--- src/rtl/uart_birth_rx_if.sv ---
// Signal bundle between the UART RX pin / consumers and the birthday decoder.
// The receiver takes the slave modport; whoever drives the line takes master.
interface uart_birth_rx_if;
  logic        rx;
  logic [7:0]  byte_data;
  logic        byte_valid;
  logic [15:0] date_year;
  logic [7:0]  date_month;
  logic [7:0]  date_day;
  logic        date_valid;
  logic        date_match;
  logic        err;
  logic        busy;

  modport master (
    output rx,
    input  byte_data, byte_valid, date_year, date_month, date_day,
    input  date_valid, date_match, err, busy
  );

  modport slave (
    input  rx,
    output byte_data, byte_valid, date_year, date_month, date_day,
    output date_valid, date_match, err, busy
  );
endinterface

--- src/rtl/uart_birth_rx.sv ---
// UART 8N1 receiver that decodes an ASCII "YYYYMMDD" stream into packed BCD and
// compares it against a build-time expected date.
module uart_birth_rx #(
  parameter logic [11:0] baud_cnt_max = 12'd433,
  parameter logic [15:0] birth_year   = 16'h2000,
  parameter logic [7:0]  birth_month  = 8'h10,
  parameter logic [7:0]  birth_day    = 8'h29
) (
  input logic            clk,
  input logic            rst_n,
  uart_birth_rx_if.slave bus
);

  localparam logic [11:0] Half = baud_cnt_max >> 1;

  typedef enum logic [1:0] {StIdle, StStart, StData, StStop} state_e;

  state_e state_q, state_d;

  logic        rx_meta_q, rx_s_q, rx_d_q;
  logic [11:0] baud_cnt_q, baud_cnt_d;
  logic [2:0]  bit_idx_q, bit_idx_d;
  logic [7:0]  shift_q, shift_d;

  logic [7:0]  byte_data_q, byte_data_d;
  logic        byte_valid_q, byte_valid_d;
  logic        err_q, err_d;
  logic [2:0]  digit_cnt_q, digit_cnt_d;
  logic [31:0] shreg_q, shreg_d;
  logic [15:0] date_year_q, date_year_d;
  logic [7:0]  date_month_q, date_month_d;
  logic [7:0]  date_day_q, date_day_d;
  logic        date_valid_q, date_valid_d;
  logic        date_match_q, date_match_d;

  logic start_edge, at_half, at_max;
  logic frame_good, frame_err, false_start;
  logic is_digit;

  // Synchroniser resets to the idle level so leaving reset never fakes a start edge.
  always_ff @(posedge clk or negedge rst_n) begin
    if (!rst_n) begin
      rx_meta_q <= 1'b1;
      rx_s_q    <= 1'b1;
      rx_d_q    <= 1'b1;
    end else begin
      rx_meta_q <= bus.rx;
      rx_s_q    <= rx_meta_q;
      rx_d_q    <= rx_s_q;
    end
  end

  assign start_edge = rx_d_q & ~rx_s_q;
  assign at_half    = (baud_cnt_q == Half);
  assign at_max     = (baud_cnt_q == baud_cnt_max);

  always_ff @(posedge clk or negedge rst_n) begin
    if (!rst_n) begin
      state_q <= StIdle;
    end else begin
      state_q <= state_d;
    end
  end

  always_comb begin
    state_d = state_q;
    unique case (state_q)
      StIdle:  if (start_edge) state_d = StStart;
      StStart: begin
        if (at_half && rx_s_q) begin
          state_d = StIdle;
        end else if (at_max) begin
          state_d = StData;
        end
      end
      StData:  if (at_max && (bit_idx_q == 3'd7)) state_d = StStop;
      StStop:  if (at_half) state_d = StIdle;
      default: state_d = StIdle;
    endcase
  end

  always_comb begin
    baud_cnt_d  = baud_cnt_q;
    bit_idx_d   = bit_idx_q;
    shift_d     = shift_q;
    frame_good  = 1'b0;
    frame_err   = 1'b0;
    false_start = 1'b0;

    // The counter only runs inside a frame; any path back to idle parks it at 0.
    if ((state_q == StIdle) || (state_d == StIdle) || at_max) begin
      baud_cnt_d = '0;
    end else begin
      baud_cnt_d = baud_cnt_q + 12'd1;
    end

    unique case (state_q)
      StStart: begin
        false_start = at_half & rx_s_q;
        if (at_max) bit_idx_d = '0;
      end
      StData: begin
        if (at_half) shift_d[bit_idx_q] = rx_s_q;
        if (at_max) bit_idx_d = bit_idx_q + 3'd1;
      end
      StStop: begin
        frame_good = at_half & rx_s_q;
        frame_err  = at_half & ~rx_s_q;
      end
      default: ;
    endcase
  end

  assign is_digit = (byte_data_q >= 8'h30) && (byte_data_q <= 8'h39);

  always_comb begin
    byte_valid_d = frame_good;
    byte_data_d  = frame_good ? shift_q : byte_data_q;
    err_d        = frame_err | false_start;
    digit_cnt_d  = digit_cnt_q;
    shreg_d      = shreg_q;
    date_year_d  = date_year_q;
    date_month_d = date_month_q;
    date_day_d   = date_day_q;
    date_valid_d = 1'b0;
    date_match_d = date_match_q;

    // Digit screening runs one cycle behind byte_valid, off the registered byte.
    if (byte_valid_q) begin
      if (is_digit) begin
        shreg_d = {shreg_q[27:0], byte_data_q[3:0]};
        if (digit_cnt_q == 3'd7) begin
          date_year_d  = shreg_d[31:16];
          date_month_d = shreg_d[15:8];
          date_day_d   = shreg_d[7:0];
          date_match_d = ({shreg_d[31:16], shreg_d[15:8], shreg_d[7:0]} ==
                          {birth_year, birth_month, birth_day});
          date_valid_d = 1'b1;
          digit_cnt_d  = '0;
        end else begin
          digit_cnt_d = digit_cnt_q + 3'd1;
        end
      end else begin
        err_d       = 1'b1;
        digit_cnt_d = '0;
      end
    end

    if (frame_err) digit_cnt_d = '0;
  end

  always_ff @(posedge clk or negedge rst_n) begin
    if (!rst_n) begin
      baud_cnt_q   <= '0;
      bit_idx_q    <= '0;
      shift_q      <= '0;
      byte_data_q  <= '0;
      byte_valid_q <= 1'b0;
      err_q        <= 1'b0;
      digit_cnt_q  <= '0;
      shreg_q      <= '0;
      date_year_q  <= '0;
      date_month_q <= '0;
      date_day_q   <= '0;
      date_valid_q <= 1'b0;
      date_match_q <= 1'b0;
    end else begin
      baud_cnt_q   <= baud_cnt_d;
      bit_idx_q    <= bit_idx_d;
      shift_q      <= shift_d;
      byte_data_q  <= byte_data_d;
      byte_valid_q <= byte_valid_d;
      err_q        <= err_d;
      digit_cnt_q  <= digit_cnt_d;
      shreg_q      <= shreg_d;
      date_year_q  <= date_year_d;
      date_month_q <= date_month_d;
      date_day_q   <= date_day_d;
      date_valid_q <= date_valid_d;
      date_match_q <= date_match_d;
    end
  end

  assign bus.byte_data  = byte_data_q;
  assign bus.byte_valid = byte_valid_q;
  assign bus.date_year  = date_year_q;
  assign bus.date_month = date_month_q;
  assign bus.date_day   = date_day_q;
  assign bus.date_valid = date_valid_q;
  assign bus.date_match = date_match_q;
  assign bus.err        = err_q;
  assign bus.busy       = (state_q != StIdle);

endmodule

--- src/flat_wrapper.sv ---
// flat-port wrapper written by rule: the top's interface ports become plain ports
module uart_birth_rx_flat 
#(
  parameter logic [11:0] baud_cnt_max = 12'd433,
  parameter logic [15:0] birth_year   = 16'h2000,
  parameter logic [7:0]  birth_month  = 8'h10,
  parameter logic [7:0]  birth_day    = 8'h29
)
  (clk, rst_n, bus_rx, bus_byte_data, bus_byte_valid, bus_date_year, bus_date_month, bus_date_day, bus_date_valid, bus_date_match, bus_err, bus_busy);
  uart_birth_rx_if bus_i ();
  input logic clk;
  input logic rst_n;
  input wire logic [$bits(bus_i.rx)-1:0] bus_rx;
  output wire logic [$bits(bus_i.byte_data)-1:0] bus_byte_data;
  output wire logic [$bits(bus_i.byte_valid)-1:0] bus_byte_valid;
  output wire logic [$bits(bus_i.date_year)-1:0] bus_date_year;
  output wire logic [$bits(bus_i.date_month)-1:0] bus_date_month;
  output wire logic [$bits(bus_i.date_day)-1:0] bus_date_day;
  output wire logic [$bits(bus_i.date_valid)-1:0] bus_date_valid;
  output wire logic [$bits(bus_i.date_match)-1:0] bus_date_match;
  output wire logic [$bits(bus_i.err)-1:0] bus_err;
  output wire logic [$bits(bus_i.busy)-1:0] bus_busy;
  assign bus_i.rx = bus_rx;
  assign bus_byte_data = bus_i.byte_data;
  assign bus_byte_valid = bus_i.byte_valid;
  assign bus_date_year = bus_i.date_year;
  assign bus_date_month = bus_i.date_month;
  assign bus_date_day = bus_i.date_day;
  assign bus_date_valid = bus_i.date_valid;
  assign bus_date_match = bus_i.date_match;
  assign bus_err = bus_i.err;
  assign bus_busy = bus_i.busy;
  uart_birth_rx #(.baud_cnt_max(baud_cnt_max), .birth_year(birth_year), .birth_month(birth_month), .birth_day(birth_day)) u_core (.clk(clk), .rst_n(rst_n), .bus(bus_i));
endmodule
--- config.mk ---
export PLATFORM = sky130hd
export DESIGN_NAME = uart_birth_rx_flat
export DESIGN_NICKNAME = d
export VERILOG_FILES = /design/src/rtl/uart_birth_rx_if.sv /design/src/rtl/uart_birth_rx.sv /design/src/flat_wrapper.sv
export SDC_FILE = /design/constraint.sdc
export NUM_CORES = 1
export LEC_CHECK = 0
export ABC_AREA = 1
export CELL_PAD_IN_SITES_DETAIL_PLACEMENT = 0
export CELL_PAD_IN_SITES_GLOBAL_PLACEMENT = 1
export CORE_MARGIN = 5
export CORE_UTILIZATION = 41
export CTS_CLUSTER_DIAMETER = 80
export DETAILED_ROUTE_END_ITERATION = 6
export GPL_TIMING_DRIVEN = 0
export PLACE_DENSITY = 0.87
export SLEW_MARGIN = 20
export SYNTH_ARGS = -nofsm -noshare
export SYNTH_HDL_FRONTEND = slang
export SYNTH_SLANG_ARGS = --single-unit
--- constraint.sdc ---
create_clock -name clk -period 3.9 [get_ports clk]
set_input_delay 0.585 -clock clk [delete_from_list [all_inputs] [get_ports clk]]
set_output_delay 0.585 -clock clk [all_outputs]
set_load 0.01 [all_outputs]
==> reports/qor.yml <==
drt_iter0_markers: 233
grt_pass1_vias: 3369
leakagePower_nw: 2.36
clk_pin_slew_ns: 0.12
diodes: 0
wl_per_cell_microns: 13.7
cts_setup_buffers: 0
yosys_warnings: 0
grt_pass1_wl_mm: 16.1
dr.pass1.iters: 4
whs_ns: 0.0949
hp-class: "in -> async"
hold_viol: 0
cellPowerDensity_mw_per_mm2: 366
cap_violations: 0
status: "finished, final reports clean"
syn_avg_cell_area_sq_um: 9.27
async_flop_share_pct: 100
antenna_left: 0
ios: 48
ctsResizeCount: 0
ys_ff_latch: 103
syn_to_final_growth_pct: 19.7
rsz0062_at_grt: "no"
finalSetupViolCount: 0
cts_tree: "done"
vias_per_cell: 4.89
rr_worst_depth: 14
synth-edff-count: 0
placed_area_sq_mm: 0.00513
tightest_slew_ns: 0.441
cts_hold_buf: 0
cts.sinks: 103
drc: 0
cts_htree_levels: 3
portBuffers: 47
cp_data_required_time_ns: 3.31
seq_area_sq_mm: 0.00258
multi_input_area_sq_mm: 0.00157
clock_latency_ns: 0.37
cts_buffer_depth: 2
synth_area_sq_mm: 0.00446
ys_seq_area_share_pct: 57.9
path_class: "reg -> out"
dr_total_vias: 3350
finalCritPeriodShare_pct: 62.5
finalCriticalPeriod_ns: 2.44
synth_cell_types: 34
grt_usage_pct: 15.3
ys.flop_type: "dfrtp_1"
slew_headroom_pct: 70.6
drt_wl_total_mm: 9.41
start_util_pct: 41.5
grt_max_degree: 66
numCtsBuffers: 9
fmax_mhz: 410
drive_gt1_share_pct: 10.6
synth_cells: 481
antenna_found_initial: 0
synth.net_count: 495
dp_hpwl_mm: 6.98
rows: 38
cp_max_fo: 5
cp.arrival_ns: 1.85
final.fill_count: 1051
cts-root-buf: "clkbuf_8"
end_kind: "output pin"
final_nets: 554
die_w_microns: 114
critPathLaunchType: "flop"
coreArea_sq_mm: 0.0107
ir_worst_vdd_uv: 209
gr-total-overflow: 0
report.final.slew_viol_count: 0
die_y_microns: 114
dieArea_sq_mm: 0.0131
place_congestion: 0.845
fin_area_sq_mm: 0.00534
finClkSkew_ns: 0.0231
[worst paths after layout]
| check | from | endpoint | slack (ns) |
|---|---|---|---|
| setup / recovery | u_core.state_q[1] | bus_busy | 1.46 |
| hold / removal | rst_n | u_core.bus.date_year[3] | 0.09 |
| setup reg to reg | u_core.baud_cnt_q[0] | u_core.baud_cnt_q[3] | 1.92 |
| hold reg to reg | u_core.rx_meta_q | u_core.rx_s_q | 0.36 |
| max in group asynchronous | rst_n | u_core.rx_meta_q | 3.12 |
| min in group clk | u_core.rx_meta_q | u_core.rx_s_q | 0.36 |
[layout make-up]
class                      count  share of cell area, %
inverter                      63                   4.43
clock inverter                 7                   1.52
timing repair buffer          48                   9.36
clock buffer                   9                   2.32
tap                          140                   3.28
multi-input combinational    301                   29.4
buffer                        14                   1.36
sequential                   103                   48.4
[worst max-delay path: stages, from the launching register on]
cell and delay (ns):
dfrtp_1 0.43, inv_1 0.10, ha_1 0.23, inv_1 0.16, clkdlybuf4s50_1 0.56
[flip-flops by register name, summed over array words and instances, names as in the netlist]
name and count:
u_core.rx_s_q 1, u_core.bus.err 1, u_core.state_q 2, u_core.bus.date_match 1, u_core.bus.byte_valid 1, u_core.shift_q 8, u_core.bus.date_month 8, u_core.bus.byte_data 8
u_core.bus.date_day 8, u_core.digit_cnt_q 3, u_core.bus.date_year 16, u_core.baud_cnt_q 12, u_core.rx_d_q 1, u_core.shreg_q 28, u_core.bit_idx_q 3, u_core.bus.date_valid 1
u_core.rx_meta_q 1
[cells in the mapped netlist (all sizes together), types with 2 or more instances]
| cell | n | area [sq um] |
|---|---|---|
| a22oi | 2 | 15.0 |
| nand2 | 123 | 469 |
| inv | 63 | 236 |
| clkbuf | 5 | 18.8 |
| ha | 11 | 138 |
| nor2 | 36 | 193 |
| xor2 | 7 | 61.3 |
| buf | 9 | 53.8 |
| a21oi | 2 | 10.0 |
| mux2 | 2 | 22.5 |
| nor4 | 3 | 18.8 |
| dfrtp | 100 | 2500 |
| o21ai | 74 | 370 |
| dfstp | 3 | 78.8 |
| nand3 | 16 | 85.1 |
| nor3 | 4 | 25.0 |
| nand4 | 14 | 93.8 |
[routing by layer]
layer	vias to the layer above	GRT usage [%]	part of all wire, %
li1	1663	-	-
met1	1616	20.5	47
met2	62	25.5	48
met3	9	3.38	3.7
met4	0	3.48	1.0
met5	-	0	0
[cell usage in the layout (no fill, tap or decap), types with 2 or more instances in the layout]
cell	instances
nand2_1	120
clkbuf_8	9
dfrtp_1	100
nand4_1	13
mux2_2	2
xor2_1	7
nand2_2	3
nor2_4	4
clkinv_8	2
a21oi_1	2
a22oi_1	2
inv_2	4
o21ai_1	21
nor3_1	3
dfstp_2	3
clkbuf_1	5
ha_1	11
o21ai_0	53
nand3_1	15
nor2_1	21
nor4_1	3
buf_2	7
nor2_2	11
inv_6	2
inv_1	59
clkdlybuf4s50_1	46
inv_8	2
[cell families (layout without fill, tap and decap cells)]
family                   Yosys count  in the layout  share of synthesized area [%]
flip-flops                       103            103                           57.9
AO/OA/AOI/OAI                     81             81                           9.63
AND/OR/NAND/NOR                  198            198                           20.1
adder cells (fa/ha/maj)           11             11                           3.09
buffers and inverters             77            141                           6.93
multiplexers                       3              3                          0.730
XOR/XNOR                           8              8                           1.57
[stage by stage]
step | setup WS, ns | total power, W | utilization [%] | setup TNS, ns | std cells
final | 1.46 | 0.00195 | 49.7 | 0 | 685
after global routing | 1.34 | 0.00204 | 49.7 | 0 | 685
after CTS | 1.46 | 0.00198 | 49.7 | 0 | 685
after detailed placement | 1.89 | 0.00130 | 47.8 | 0 | 669
after global placement | -1.55 | 0.00129 | 47.5 | -155.63 | 668
after floorplan | 2.17 | 0.00124 | - | 0 | 481
[where the power goes]
| group | switching, W | internal (W) | total [W] |
|---|---|---|---|
| clock network | 0.000418 | 0.000258 | 0.000676 |
| registers | 0.0000117 | 0.00108 | 0.00109 |
| logic | 0.000120 | 0.0000661 | 0.000186 |
No activity file was read; power rests on OpenSTA's default activity.
